$ cat src/rtl/add_seq_ctrl_if.sv
// add_seq_ctrl_if: requester-side handshake and operand/result bus for add_seq_ctrl.
// ADD_SEQ_OVF_EN adds the signed-overflow result bit ovf.
interface add_seq_ctrl_if #(parameter int CHUNK = 8, parameter int NCHUNK = 4);
   localparam int W = CHUNK * NCHUNK;
   logic start, sub, c_in, busy, done, c_out;
   logic [W-1:0] a, b, sum;
`ifdef ADD_SEQ_OVF_EN
   logic ovf;
   modport master (output start, sub, a, b, c_in, input busy, done, sum, c_out, ovf);
   modport slave (input start, sub, a, b, c_in, output busy, done, sum, c_out, ovf);
`else
   modport master (output start, sub, a, b, c_in, input busy, done, sum, c_out);
   modport slave (input start, sub, a, b, c_in, output busy, done, sum, c_out);
`endif
endinterface

$ cat src/rtl/add_seq_ctrl.sv
// add_seq_ctrl: wide add/sub over one CHUNK-bit ripple slice, least-significant chunk first.
// Define ADD_SEQ_OVF_EN to also produce the signed-overflow flag ovf.
module add_seq_ctrl #(
   parameter int CHUNK = 8,
   parameter int NCHUNK = 4
) (
   input logic clk,
   input logic rst,
   add_seq_ctrl_if.slave bus
);
   localparam int W = CHUNK * NCHUNK;
   localparam int IW = NCHUNK > 1 ? $clog2(NCHUNK) : 1;
   localparam logic [IW-1:0] LAST = IW'(NCHUNK - 1);
   typedef enum logic [1:0] {IDLE, RUN, DONE} state_t;
   state_t state;
   logic [IW-1:0] idx;
   logic [W-1:0] ra, rb, sum_r;
   logic cy, c_out_r, busy_r, done_r;
   logic [CHUNK-1:0] ca, cb;
   logic [CHUNK:0] slice;
   assign ca = ra[idx*CHUNK +: CHUNK];
   assign cb = rb[idx*CHUNK +: CHUNK];
   assign slice = {1'b0, ca} + {1'b0, cb} + {{CHUNK{1'b0}}, cy};
   assign bus.sum = sum_r;
   assign bus.c_out = c_out_r;
   assign bus.busy = busy_r;
   assign bus.done = done_r;
`ifdef ADD_SEQ_OVF_EN
   logic ovf_r;
   assign bus.ovf = ovf_r;
`endif
   always_ff @(posedge clk or posedge rst)
      if (rst) begin
         state <= IDLE;
         idx <= '0;
         ra <= '0;
         rb <= '0;
         sum_r <= '0;
         cy <= 1'b0;
         c_out_r <= 1'b0;
         busy_r <= 1'b0;
         done_r <= 1'b0;
`ifdef ADD_SEQ_OVF_EN
         ovf_r <= 1'b0;
`endif
      end else
         case (state)
            IDLE:
               if (bus.start) begin
                  ra <= bus.a;
                  // subtraction is A + ~B + 1
                  rb <= bus.sub ? ~bus.b : bus.b;
                  cy <= bus.sub | bus.c_in;
                  idx <= '0;
                  busy_r <= 1'b1;
                  state <= RUN;
               end
            RUN: begin
               sum_r[idx*CHUNK +: CHUNK] <= slice[CHUNK-1:0];
               cy <= slice[CHUNK];
               if (idx == LAST) begin
                  c_out_r <= slice[CHUNK];
`ifdef ADD_SEQ_OVF_EN
                  // carry into the MSB is recovered as sum ^ a ^ b at that bit
                  ovf_r <= slice[CHUNK] ^ slice[CHUNK-1] ^ ca[CHUNK-1] ^ cb[CHUNK-1];
`endif
                  idx <= '0;
                  done_r <= 1'b1;
                  state <= DONE;
               end else
                  idx <= idx + 1'b1;
            end
            default: begin
               done_r <= 1'b0;
               busy_r <= 1'b0;
               state <= IDLE;
            end
         endcase
endmodule

$ cat src/flat_wrapper.sv
// flat-port wrapper written by rule: the top's interface ports become plain ports
module add_seq_ctrl_flat 
#(
   parameter int CHUNK = 8,
   parameter int NCHUNK = 4
)
  (clk, rst, bus_start, bus_sub, bus_a, bus_b, bus_c_in, bus_busy, bus_done, bus_sum, bus_c_out);
  add_seq_ctrl_if #(.CHUNK(CHUNK), .NCHUNK(NCHUNK)) bus_i ();
  input logic clk;
  input logic rst;
  input wire logic [$bits(bus_i.start)-1:0] bus_start;
  input wire logic [$bits(bus_i.sub)-1:0] bus_sub;
  input wire logic [$bits(bus_i.a)-1:0] bus_a;
  input wire logic [$bits(bus_i.b)-1:0] bus_b;
  input wire logic [$bits(bus_i.c_in)-1:0] bus_c_in;
  output wire logic [$bits(bus_i.busy)-1:0] bus_busy;
  output wire logic [$bits(bus_i.done)-1:0] bus_done;
  output wire logic [$bits(bus_i.sum)-1:0] bus_sum;
  output wire logic [$bits(bus_i.c_out)-1:0] bus_c_out;
  assign bus_i.start = bus_start;
  assign bus_i.sub = bus_sub;
  assign bus_i.a = bus_a;
  assign bus_i.b = bus_b;
  assign bus_i.c_in = bus_c_in;
  assign bus_busy = bus_i.busy;
  assign bus_done = bus_i.done;
  assign bus_sum = bus_i.sum;
  assign bus_c_out = bus_i.c_out;
  add_seq_ctrl #(.CHUNK(CHUNK), .NCHUNK(NCHUNK)) u_core (.clk(clk), .rst(rst), .bus(bus_i));
endmodule
$ cat config.mk
export PLATFORM = sky130hd
export DESIGN_NAME = add_seq_ctrl_flat
export DESIGN_NICKNAME = d
export VERILOG_FILES = /design/src/rtl/add_seq_ctrl_if.sv /design/src/rtl/add_seq_ctrl.sv /design/src/flat_wrapper.sv
export SDC_FILE = /design/constraint.sdc
export NUM_CORES = 1
export LEC_CHECK = 0
export ABC_AREA = 1
export CORE_MARGIN = 3
export CORE_UTILIZATION = 52
export CTS_CLUSTER_SIZE = 28
export DETAILED_ROUTE_END_ITERATION = 6
export GPL_TIMING_DRIVEN = 0
export PLACE_DENSITY = 0.83
export SLEW_MARGIN = 20
export SYNTH_ARGS = -nofsm -noshare
export SYNTH_HDL_FRONTEND = slang
export SYNTH_SLANG_ARGS = --single-unit
$ cat constraint.sdc
create_clock -name clk -period 4.05 [get_ports clk]
set_input_delay 0.405 -clock clk [delete_from_list [all_inputs] [get_ports clk]]
set_output_delay 0.405 -clock clk [all_outputs]
set_load 0.02 [all_outputs]
==> impl_results.md <==
* Leading cell type in the layout, fill and taps excluded: nand2_1
* Tcrit/Tclk final at 78.9%
* Initial DRC Count at ~270
* Max Fclk at 0.313 GHz
* Post-synth EDFFs at 0
* Warning count from the yosys run at 0
* Register area at 2600 µm²
* Crit end category: register
* CTS root buf: clkbuf_8
* Sequential fraction of the synthesis area at 50.3%
* Hold buffers post-CTS at 0
* Layout fillers at about 790
* Largest net degree at the start of global routing at between 50 and 60
* Place WS at slightly above 900 ps
* CTS tree: yes
* Fin cells at 864
* Dpl cell area at 6390 µm²
* Min Tclk post-route at about 3200 ps
* Clock slew at reported path FFs at ~100 ps
* Global Route Usage Sum at 24.7%
* Syn Area/Cell at ~8.4 µm²
* Core Area at about 9500 µm²
* Seq cells post-synth at 104
* Netlist Area Pre-Place at between 5000 and 6000 µm²
* Vias in the first global route at ~4400
* Maxcap violations at 0
* Fin area at approximately 6600 µm²
* FF-to-FF End: u_core.bus.sum[30]
* CP Launch Type: register
* Die width at ~110 µm
* Inserted Clock Buffers at 9
* Critical Path RT at between 4000 and 5000 ps
* Post-layout nets at slightly above 800
* ANT cells at 0
* Worst Tran Pin Value at 594 ps
* Drt pass-1 iters at 5
* Power density cells at around 880 nW/µm²
* CP Class: register to register
* WL final at about 14000 µm
* Routed via count at 4516
* CP arrival at about 3500 ps
* Die Y at approximately 110 µm
* Gpl congestion at about 0.9
* Via density at between 5 and 6
* Syn Nets at 700
* Max Transition Viols Final at 0
* HP Class: input pin to asynchronous set/reset pin
* H-tree depth at 3
* Wire per inst at between 15 and 20 µm
* Peak VDD IR at around 420 µV
* Reg2Reg Depth at 17
* Commonest cells after routing, fill and taps aside: 223 x nand2_1, 104 x dfrtp_1, 102 x clkdlybuf4s50_1
* Ys flop type: dfrtp_1
* CTS resizes at 0
* Port Buffers at between 100 and 150
* Fin worst setup slack at ~850 ps
* Full die area at roughly 11000 µm²
* TritonCTS sink count at approximately 100
* Unrepaired setup endpoints after global routing: false
* Worst skew pair latency at between 300 and 400 ps
* Worst Clk Skew at roughly 21 ps
* Initial antenna violation count at 0
* R2R Setup Slk at around 850 ps
* Residual DRC at 0
* Final hold viol count at 0
* IO Count at 104
* Max Root-Sink Buffers at 2
* Multi-input logic area at around 2300 µm²
* Share of layout cells above drive strength 1 at 6.80%
* CP Capture Point: u_core.bus.sum[30]
* Post-detail-place hpwl at 10600 µm
* Row cnt at 35
* First-pass GRT wire length at ~22000 µm
* Area grow syn2layout at 27.5%
* Final setup vio count at 0
* GRT overflow at 0
* Placed cells at 848
* Post-CTS setup buffer count at 0
* Routed Antenna Nets at 0
* Static leakage at between 3 and 4 nW
* Initial Util at between 50 and 60%
* Critical Path Fanout Max at 10
* Syn Inst Count at ~620
* Ys async rst share at 100%
* Worst slew margin at between 60% and 70%
* Status: complete, no violations
* Critical path launch point: u_core.idx[0]
* Synth cell types at 31
* Worst reg2reg startpoint: u_core.idx[0]
==> Yosys cell counts, drive strengths merged (2+ instances only) <==
cell    instances  area share (%)
dfrtp         104              50
clkinv          2            0.15
o22ai          14             1.7
o21a            2            0.29
ha             13             3.1
a22o            4            0.68
nor2           44             3.5
a21oi           6            0.58
nand2         228              17
inv            32             2.4
a32oi           2            0.34
fa              2            0.77
clkbuf          8            0.58
nand4           8            0.97
buf            20             2.2
o21ai          74             7.2
nand3          15             1.5
xor2            2            0.63
xnor2          33             5.6
==> logic make-up (layout without fill, tap and decap cells) <==
family,count (synthesis),count (layout),synth area share [%]
and+or+nand+nor,298,298,23.5
buffers and inverters,62,181,5.25
xor gates and xnor gates,35,35,6.22
DFF,104,104,50.3
adders and majority gates,15,15,3.92
AOI/OAI and AO/OA,102,102,10.7
==> sequential cells by signal, summed over array words and instances (netlist names) <==
signal / count
u_core.cy: 1
u_core.bus.c_out: 1
u_core.bus.sum: 32
u_core.ra: 32
u_core.state: 2
u_core.rb: 32
u_core.bus.done: 1
u_core.bus.busy: 1
u_core.idx: 2
==> worst min path at each step <==
stage	start	to	cells after the start
CTS	bus_sub	u_core.rb[30]	3
detailed placement	u_core.ra[16]	u_core.ra[16]	2
global route	rst	u_core.bus.sum[30]	2
global placement	u_core.ra[8]	u_core.ra[8]	2
finish	rst	u_core.bus.sum[30]	2
floorplan	u_core.ra[16]	u_core.ra[16]	2
==> final cells by class <==
| class | instances | share of cell area, % |
|---|---|---|
| Sequential cell | 104 | 39.5 |
| Multi-Input combinational cell | 450 | 34.8 |
| Timing Repair Buffer | 103 | 15.9 |
| Tap cell | 129 | 2.45 |
| Clock buffer | 11 | 2.14 |
| Buffer | 28 | 2.14 |
| Inverter | 34 | 2.05 |
| Clock inverter | 5 | 0.987 |
==> metrics by stage <==
stage | util [%] | power, W | TNS (ps) | hold slack [ps]
final | 69.7 | 0.00583 | 0 | 418
after global routing | 69.7 | 0.00631 | 0 | 454
after CTS | 69.7 | 0.00581 | 0 | 434
after detailed placement | 67.5 | 0.00514 | 0 | 465
after global placement | 67.2 | 0.00504 | -41160 | 461
after floorplan | - | 0.00401 | 0 | 444
==> power breakdown <==
group	switching (W)	total (W)	internal (W)
sequential	0.000302	0.00180	0.00149
clock	0.000374	0.000683	0.000309
combinational	0.00211	0.00335	0.00124
==> metal layers <==
metal,vias to the layer above,part of all wire (%),GRT usage (%)
met5,-,0,0
met4,0,1.5,7.31
met3,20,5.9,3.98
met2,152,49,42.0
met1,2136,43,32.7
li1,2208,-,-
==> critical path, stage by stage, from the launching register on <==
cell and delay [ps]:
dfrtp_1 430, buf_4 200, inv_2 160, clkbuf_1 370
o21ai_0 160, o22ai_1 260, fa_1 260, inv_1 60
fa_1 400, inv_1 90, nand2_1 50, nand2_1 80
nand3_1 60, nand3_1 120, nand3_1 110, nor2_1 200
nand2_1 80, nand2_1 60
(Power assumes the default switching activity.)
